===== src/rtl/fpu_pkg.sv =====
// Shared FPU definitions used by the finv reciprocal sequencer.
package fpu_pkg;

  typedef enum logic [2:0] {
    ST_IDLE  = 3'd0,
    ST_MUL_A = 3'd1,
    ST_ADD   = 3'd2,
    ST_MUL_X = 3'd3,
    ST_DONE  = 3'd4
  } state_e;

  localparam logic [31:0] CONST_TWO         = 32'h4000_0000;
  localparam logic [7:0]  EXP_RECIP_BIAS    = 8'd253;
  localparam logic [7:0]  EXP_UNDERFLOW_MIN = 8'd253;

endpackage


===== src/rtl/fadd.sv =====
// Combinational single-precision add, round-to-nearest-even with guard/round/sticky bits.
// Denormal inputs are treated as zero; out-of-range results saturate to inf or flush to zero.
module fadd (
  input  logic [31:0] a,
  input  logic [31:0] b,
  output logic [31:0] y
);

  logic [31:0] big;
  logic [31:0] sml;
  logic [26:0] mb;
  logic [26:0] ms;
  logic [53:0] wide;
  logic [26:0] al;
  logic [27:0] sum;
  logic [26:0] norm;
  logic [23:0] mr;
  logic [22:0] frac;
  logic        sub;
  int          dsh;
  int          lead;
  int          e;

  always_comb begin
    if (a[30:0] < b[30:0]) begin
      big = b;
      sml = a;
    end else begin
      big = a;
      sml = b;
    end
    sub = big[31] ^ sml[31];
    mb  = {1'b1, big[22:0], 3'b000};
    ms  = {1'b1, sml[22:0], 3'b000};
    dsh = int'(big[30:23]) - int'(sml[30:23]);
    if (dsh > 31) dsh = 31;
    wide = {ms, 27'd0} >> dsh;
    // Bits shifted below the round position collapse into one sticky bit.
    al   = {wide[53:28], wide[27] | (|wide[26:0])};
    sum  = sub ? ({1'b0, mb} - {1'b0, al}) : ({1'b0, mb} + {1'b0, al});
    lead = 0;
    for (int i = 0; i < 28; i++) begin
      if (sum[i]) lead = i;
    end
    if (lead == 27) begin
      norm = {sum[27:2], sum[1] | sum[0]};
      e    = int'(big[30:23]) + 1;
    end else begin
      norm = 27'(sum << (26 - lead));
      e    = int'(big[30:23]) - (26 - lead);
    end
    mr = {1'b0, norm[25:3]} + 24'(norm[2] & ((|norm[1:0]) | norm[3]));
    if (mr[23]) begin
      e    = e + 1;
      frac = 23'd0;
    end else begin
      frac = mr[22:0];
    end
    if (big[30:23] == 8'hFF) begin
      y = {big[31], 8'hFF, 23'd0};
    end else if (big[30:23] == 8'd0) begin
      y = 32'd0;
    end else if (sml[30:23] == 8'd0) begin
      y = big;
    end else if (!norm[26]) begin
      y = 32'd0;
    end else if (e >= 255) begin
      y = {big[31], 8'hFF, 23'd0};
    end else if (e <= 0) begin
      y = {big[31], 31'd0};
    end else begin
      y = {big[31], 8'(e), frac};
    end
  end

endmodule


===== src/rtl/fmul.sv =====
// Combinational single-precision multiply, round-to-nearest-even.
// Denormal inputs are treated as zero; out-of-range results saturate to inf or flush to zero.
module fmul (
  input  logic [31:0] a,
  input  logic [31:0] b,
  output logic [31:0] y
);

  logic        sgn;
  logic [47:0] prod;
  logic [22:0] mant;
  logic        g;
  logic        st;
  logic [23:0] mr;
  logic [22:0] frac;
  int          e;

  always_comb begin
    sgn  = a[31] ^ b[31];
    prod = {1'b1, a[22:0]} * {1'b1, b[22:0]};
    if (prod[47]) begin
      mant = prod[46:24];
      g    = prod[23];
      st   = |prod[22:0];
      e    = int'(a[30:23]) + int'(b[30:23]) - 126;
    end else begin
      mant = prod[45:23];
      g    = prod[22];
      st   = |prod[21:0];
      e    = int'(a[30:23]) + int'(b[30:23]) - 127;
    end
    mr = {1'b0, mant} + 24'(g & (st | mant[0]));
    if (mr[23]) begin
      e    = e + 1;
      frac = 23'd0;
    end else begin
      frac = mr[22:0];
    end
    if (a[30:23] == 8'd0 || b[30:23] == 8'd0) begin
      y = {sgn, 31'd0};
    end else if (a[30:23] == 8'hFF || b[30:23] == 8'hFF || e >= 255) begin
      y = {sgn, 8'hFF, 23'd0};
    end else if (e <= 0) begin
      y = {sgn, 31'd0};
    end else begin
      y = {sgn, 8'(e), frac};
    end
  end

endmodule


===== src/rtl/finv_seq.sv =====
// Newton-Raphson reciprocal x' = x*(2 - s*x), sharing one fmul and one fadd across iterations.
module finv_seq
  import fpu_pkg::*;
#(
  parameter int ITER = 6
) (
  input  logic        clk,
  input  logic        rst,
  input  logic        req_valid,
  output logic        req_ready,
  input  logic [31:0] s,
  output logic        resp_valid,
  input  logic        resp_ready,
  output logic [31:0] d,
  output logic        overflow,
  output logic        underflow
);

  state_e      state_q, state_d;
  logic [31:0] s_q, s_d;
  logic [31:0] x_q, x_d;
  logic [31:0] t_q, t_d;
  logic [2:0]  iter_q, iter_d;
  logic        ovf_q, ovf_d;
  logic        unf_q, unf_d;
  logic [31:0] mul_a, mul_y, add_y;

  assign mul_a = (state_q == ST_MUL_X) ? t_q : s_q;

  fmul u_fmul (.a(mul_a), .b(x_q), .y(mul_y));
  fadd u_fadd (.a(CONST_TWO), .b(t_q), .y(add_y));

  always_comb begin
    state_d = state_q;
    s_d     = s_q;
    x_d     = x_q;
    t_d     = t_q;
    iter_d  = iter_q;
    ovf_d   = ovf_q;
    unf_d   = unf_q;
    unique case (state_q)
      ST_IDLE: begin
        if (req_valid) begin
          s_d    = s;
          iter_d = 3'd0;
          ovf_d  = 1'b0;
          unf_d  = 1'b0;
          if (s[30:23] == 8'd0) begin
            x_d     = {s[31], 8'hFF, 23'd0};
            ovf_d   = 1'b1;
            state_d = ST_DONE;
          end else if (s[30:23] >= EXP_UNDERFLOW_MIN) begin
            x_d     = {s[31], 31'd0};
            unf_d   = 1'b1;
            state_d = ST_DONE;
          end else begin
            // Seed exponent mirrors the operand's; s*x0 lands in [0.5, 1).
            x_d     = {s[31], EXP_RECIP_BIAS - s[30:23], 23'd0};
            state_d = ST_MUL_A;
          end
        end
      end
      ST_MUL_A: begin
        t_d     = {~mul_y[31], mul_y[30:0]};
        state_d = ST_ADD;
      end
      ST_ADD: begin
        t_d     = add_y;
        state_d = ST_MUL_X;
      end
      ST_MUL_X: begin
        x_d = mul_y;
        if (iter_q == 3'(ITER - 1)) begin
          state_d = ST_DONE;
        end else begin
          iter_d  = iter_q + 3'd1;
          state_d = ST_MUL_A;
        end
      end
      ST_DONE: begin
        if (resp_ready) state_d = ST_IDLE;
      end
      default: state_d = ST_IDLE;
    endcase
  end

  always_ff @(posedge clk) begin
    if (rst) begin
      state_q <= ST_IDLE;
    end else begin
      state_q <= state_d;
    end
  end

  // Datapath registers carry no reset; outputs are gated by the DONE state instead.
  always_ff @(posedge clk) begin
    s_q    <= s_d;
    x_q    <= x_d;
    t_q    <= t_d;
    iter_q <= iter_d;
    ovf_q  <= ovf_d;
    unf_q  <= unf_d;
  end

  assign req_ready  = (state_q == ST_IDLE);
  assign resp_valid = (state_q == ST_DONE);
  assign d          = resp_valid ? x_q : 32'd0;
  assign overflow   = resp_valid & ovf_q;
  assign underflow  = resp_valid & unf_q;

endmodule


===== config.mk =====
export PLATFORM = sky130hd
export DESIGN_NAME = finv_seq
export DESIGN_NICKNAME = d
export VERILOG_FILES = /design/src/rtl/fpu_pkg.sv /design/src/rtl/fadd.sv /design/src/rtl/fmul.sv /design/src/rtl/finv_seq.sv
export SDC_FILE = /design/constraint.sdc
export NUM_CORES = 2
export LEC_CHECK = 0
export CORE_AREA = 2 2 305 187
export CTS_BUF_LIST = sky130_fd_sc_hd__clkbuf_16
export CTS_CLUSTER_SIZE = 14
export DETAILED_ROUTE_END_ITERATION = 7
export DIE_AREA = 0 0 307 189
export HOLD_SLACK_MARGIN = 0.02
export PLACE_DENSITY_LB_ADDON = 0.3
export SLEW_MARGIN = 20
export SYNTH_ARGS = -nofsm -noshare
export SYNTH_HDL_FRONTEND = slang
export SYNTH_SLANG_ARGS = --single-unit

===== constraint.sdc =====
create_clock -name clk -period 17.3 [get_ports clk]
set_input_delay 4.325 -clock clk [delete_from_list [all_inputs] [get_ports clk]]
set_output_delay 4.325 -clock clk [all_outputs]
set_load 0.005 [all_outputs]

==> results_dict.tcl <==
set metrics [dict create \
    status "completed" \
    n_fill_cell 4512 \
    skew_ns 0.0267 \
    use_met3 0.259 \
    die_h_um 189 \
    path_buf_inv 4 \
    rr_startpoint "t_q[30]" \
    insertion_delay_ns 0.40 \
    final.period_utilization 0.903 \
    synth.top_cell.area_share 0.273 \
    cts-resized-gates 0 \
    start_util 0.644 \
    synth_seq_area_share 0.0870 \
    yosys_warnings 0 \
    numCtsBuffers 9 \
    cp.required_ns 17.44 \
    drv_cap 0 \
    final_nets 5156 \
    fp.dieArea_um2 58000 \
    die_x_um 307 \
    clk_pin_slew_ns 0.09 \
    synth_cells 4422 \
    hpwl_um 109000 \
    grt_pass1_wl_um 204000 \
    drt.antenna.violating_nets 0 \
    cp-start-kind "flop" \
    synthTopCellsByArea "fa_1 27%, ha_1 9.1%, edfxtp_1 8.5%" \
    min_path_type "flop to flop" \
    setup_viol 0 \
    synth_cell_type_count 126 \
    via_count 34600 \
    cts_tree "done" \
    slew_viol_final 0 \
    drt-initial-drc-count 5331 \
    cpMaxStageDelayCell "o31ai_1" \
    grtUsageMet2 0.560 \
    fin_tns_setup_ns 0 \
    fmax_mhz 64.0 \
    ys_ff_latch 104 \
    portBuffers 71 \
    crit_family "compound AO/OA/AOI/OAI gates" \
    drive_gt1_frac 0.0557 \
    top_usage_layer "met1" \
    critPathLaunch "t_q[30]" \
    worstSetupPathType "flop to flop" \
    reg2reg_slack_ns 1.69 \
    vias_per_cell 6.76 \
    overflow 0 \
    coreArea_um2 55200 \
    synth.avg_cell_area_um2 8.04 \
    synth_top_cell_by_area "fa_1" \
    cts_max_level 3 \
    path_max_fanout 24 \
    io_pins 72 \
    clock_path_buffers 2 \
    async_flop_share 0 \
    drt_wl_total_um 135000 \
    crit_end "t_q[28]" \
    antenna_found_initial 9 \
    max-slew-margin-rel 0.146 \
    worstPathArrival_ns 15.76 \
    postCtsSetupBuffers 0 \
    cts_sinks 104 \
    syn_area_um2 35500 \
    period_minus_slack_ns 15.61 \
    dr.pass1.iters 8 \
    hold_buffers 0 \
    crit_top_cell "a21oi_1" \
    tightestPinTransition_ns 1.27 \
    r2r_end "t_q[28]" \
    end_kind "flop" \
    grt_max_degree 58 \
    syn2layout_area_growth_pct 4.66 \
    fp-row-count 67 \
    track_usage 0.466 \
    root_buffer "clkbuf_16" \
    worst-path-stages 45 \
    rsz0062_at_grt "false" \
    hp-start "state_q[2]" \
    wire_per_inst_um 26.4 \
    grt_pass1_vias 33000 \
    drc 0 \
    reg2reg_depth 45 \
    synth_edf_count 101 \
    ys.flop_type "edfxtp_1" \
    cpPeakStageDelay_ns 0.86 \
    hold_viol_final 0 \
    gp_congestion 1.15 \
    grt_use_met1 0.707 \
]
synthesized netlist by cell type (11+ instances only):
master and count:
mux2i_1 77, o211ai_1 34, a22oi_1 19, buf_4 26
o21ai_0 126, o22ai_1 43, nor2_1 298, a2111oi_0 12
nor4_1 39, nand2_1 642, a221oi_1 14, a21oi_1 187
o21a_1 19, or2_2 25, a211oi_1 36, nand4_1 52
ha_1 259, mux2_2 13, xnor2_1 87, xor2_1 47
a21o_1 53, buf_2 13, clkbuf_1 160, nor3_1 102
and3_1 29, a31oi_1 28, o2111ai_1 18, nor2b_1 21
o21bai_1 20, edfxtp_1 101, o31ai_1 22, fa_1 485
or3_1 36, nor3b_1 11, buf_6 13, inv_1 627
a211o_1 14, nand3_1 87, a21boi_0 11, and2_1 217
nand2b_1 25
final cells by class:
type                    count  area [um2]  share of cell area
well taps                 724         906              0.0244
clock buffers               9         225             0.00605
multi-input cells        3467       29100               0.782
inverters                 630        2370              0.0636
clock inverters             7        86.3             0.00232
repair buffers            164        1410              0.0379
diodes                      8        20.0            0.000538
flip-flops and latches    104        3090              0.0831
metrics by stage:
stage / std cells / cell area (um2) / util / hold slack [ns] / setup WS [ns]
floorplan: 4423 / 35500 / - / 0.494 / 4.61
global placement: 5089 / 36800 / 0.668 / 0.532 / 2.06
detailed placement: 5089 / 36900 / 0.668 / 0.544 / 2.48
CTS: 5105 / 37200 / 0.674 / 0.557 / 2.42
global route: 5108 / 37200 / 0.674 / 0.614 / 0.967
finish: 5113 / 37200 / 0.674 / 0.567 / 1.69
cell usage in the layout, fill, tap and decap left out, types with 46 or more instances in the layout:
master           count
xor2_1              46
a21o_1              53
clkdlybuf4s50_1     71
o21ai_0            126
inv_1              626
and2_1             216
xnor2_1             86
nor3_1             101
a21oi_1            186
nand3_1             87
fa_1               485
nor2_1             296
edfxtp_1           101
ha_1               259
buf_4               93
nand2_1            642
nand4_1             52
mux2i_1             77
worst min path at each step:
| stage | end | slack [ns] | cells after the start |
|---|---|---|---|
| after global routing | state_q[1] | 0.61 | 1 |
| after detailed placement | state_q[1] | 0.54 | 1 |
| after global placement | state_q[1] | 0.53 | 1 |
| final | state_q[1] | 0.57 | 1 |
| after floorplan | state_q[1] | 0.49 | 1 |
| after CTS | state_q[1] | 0.56 | 1 |
metal layers:
layer | vias up | routed length [um]
met5 | - | 76
met4 | 12 | 3510
met3 | 346 | 26900
met2 | 2891 | 48000
met1 | 16600 | 56500
li1 | 14800 | -
cell families after synthesis:
group,after synthesis,synth area share
compound gates,827,0.164
xor+xnor,137,0.0344
fa+ha+maj,744,0.364
buf+inv,852,0.0961
flops,104,0.0870
mux,91,0.0262
other cells,2,0.000211
simple gates,1665,0.228
state kept, by name (all words and copies together) (netlist names):
name,cells
s_q,32
state_q,3
iter_q,3
t_q,32
ovf_q,1
x_q,32
unf_q,1
Power is left out: the tool's default activity adds up to more than one toggle a clock period on the data nets, which glitch-free logic cannot reach.
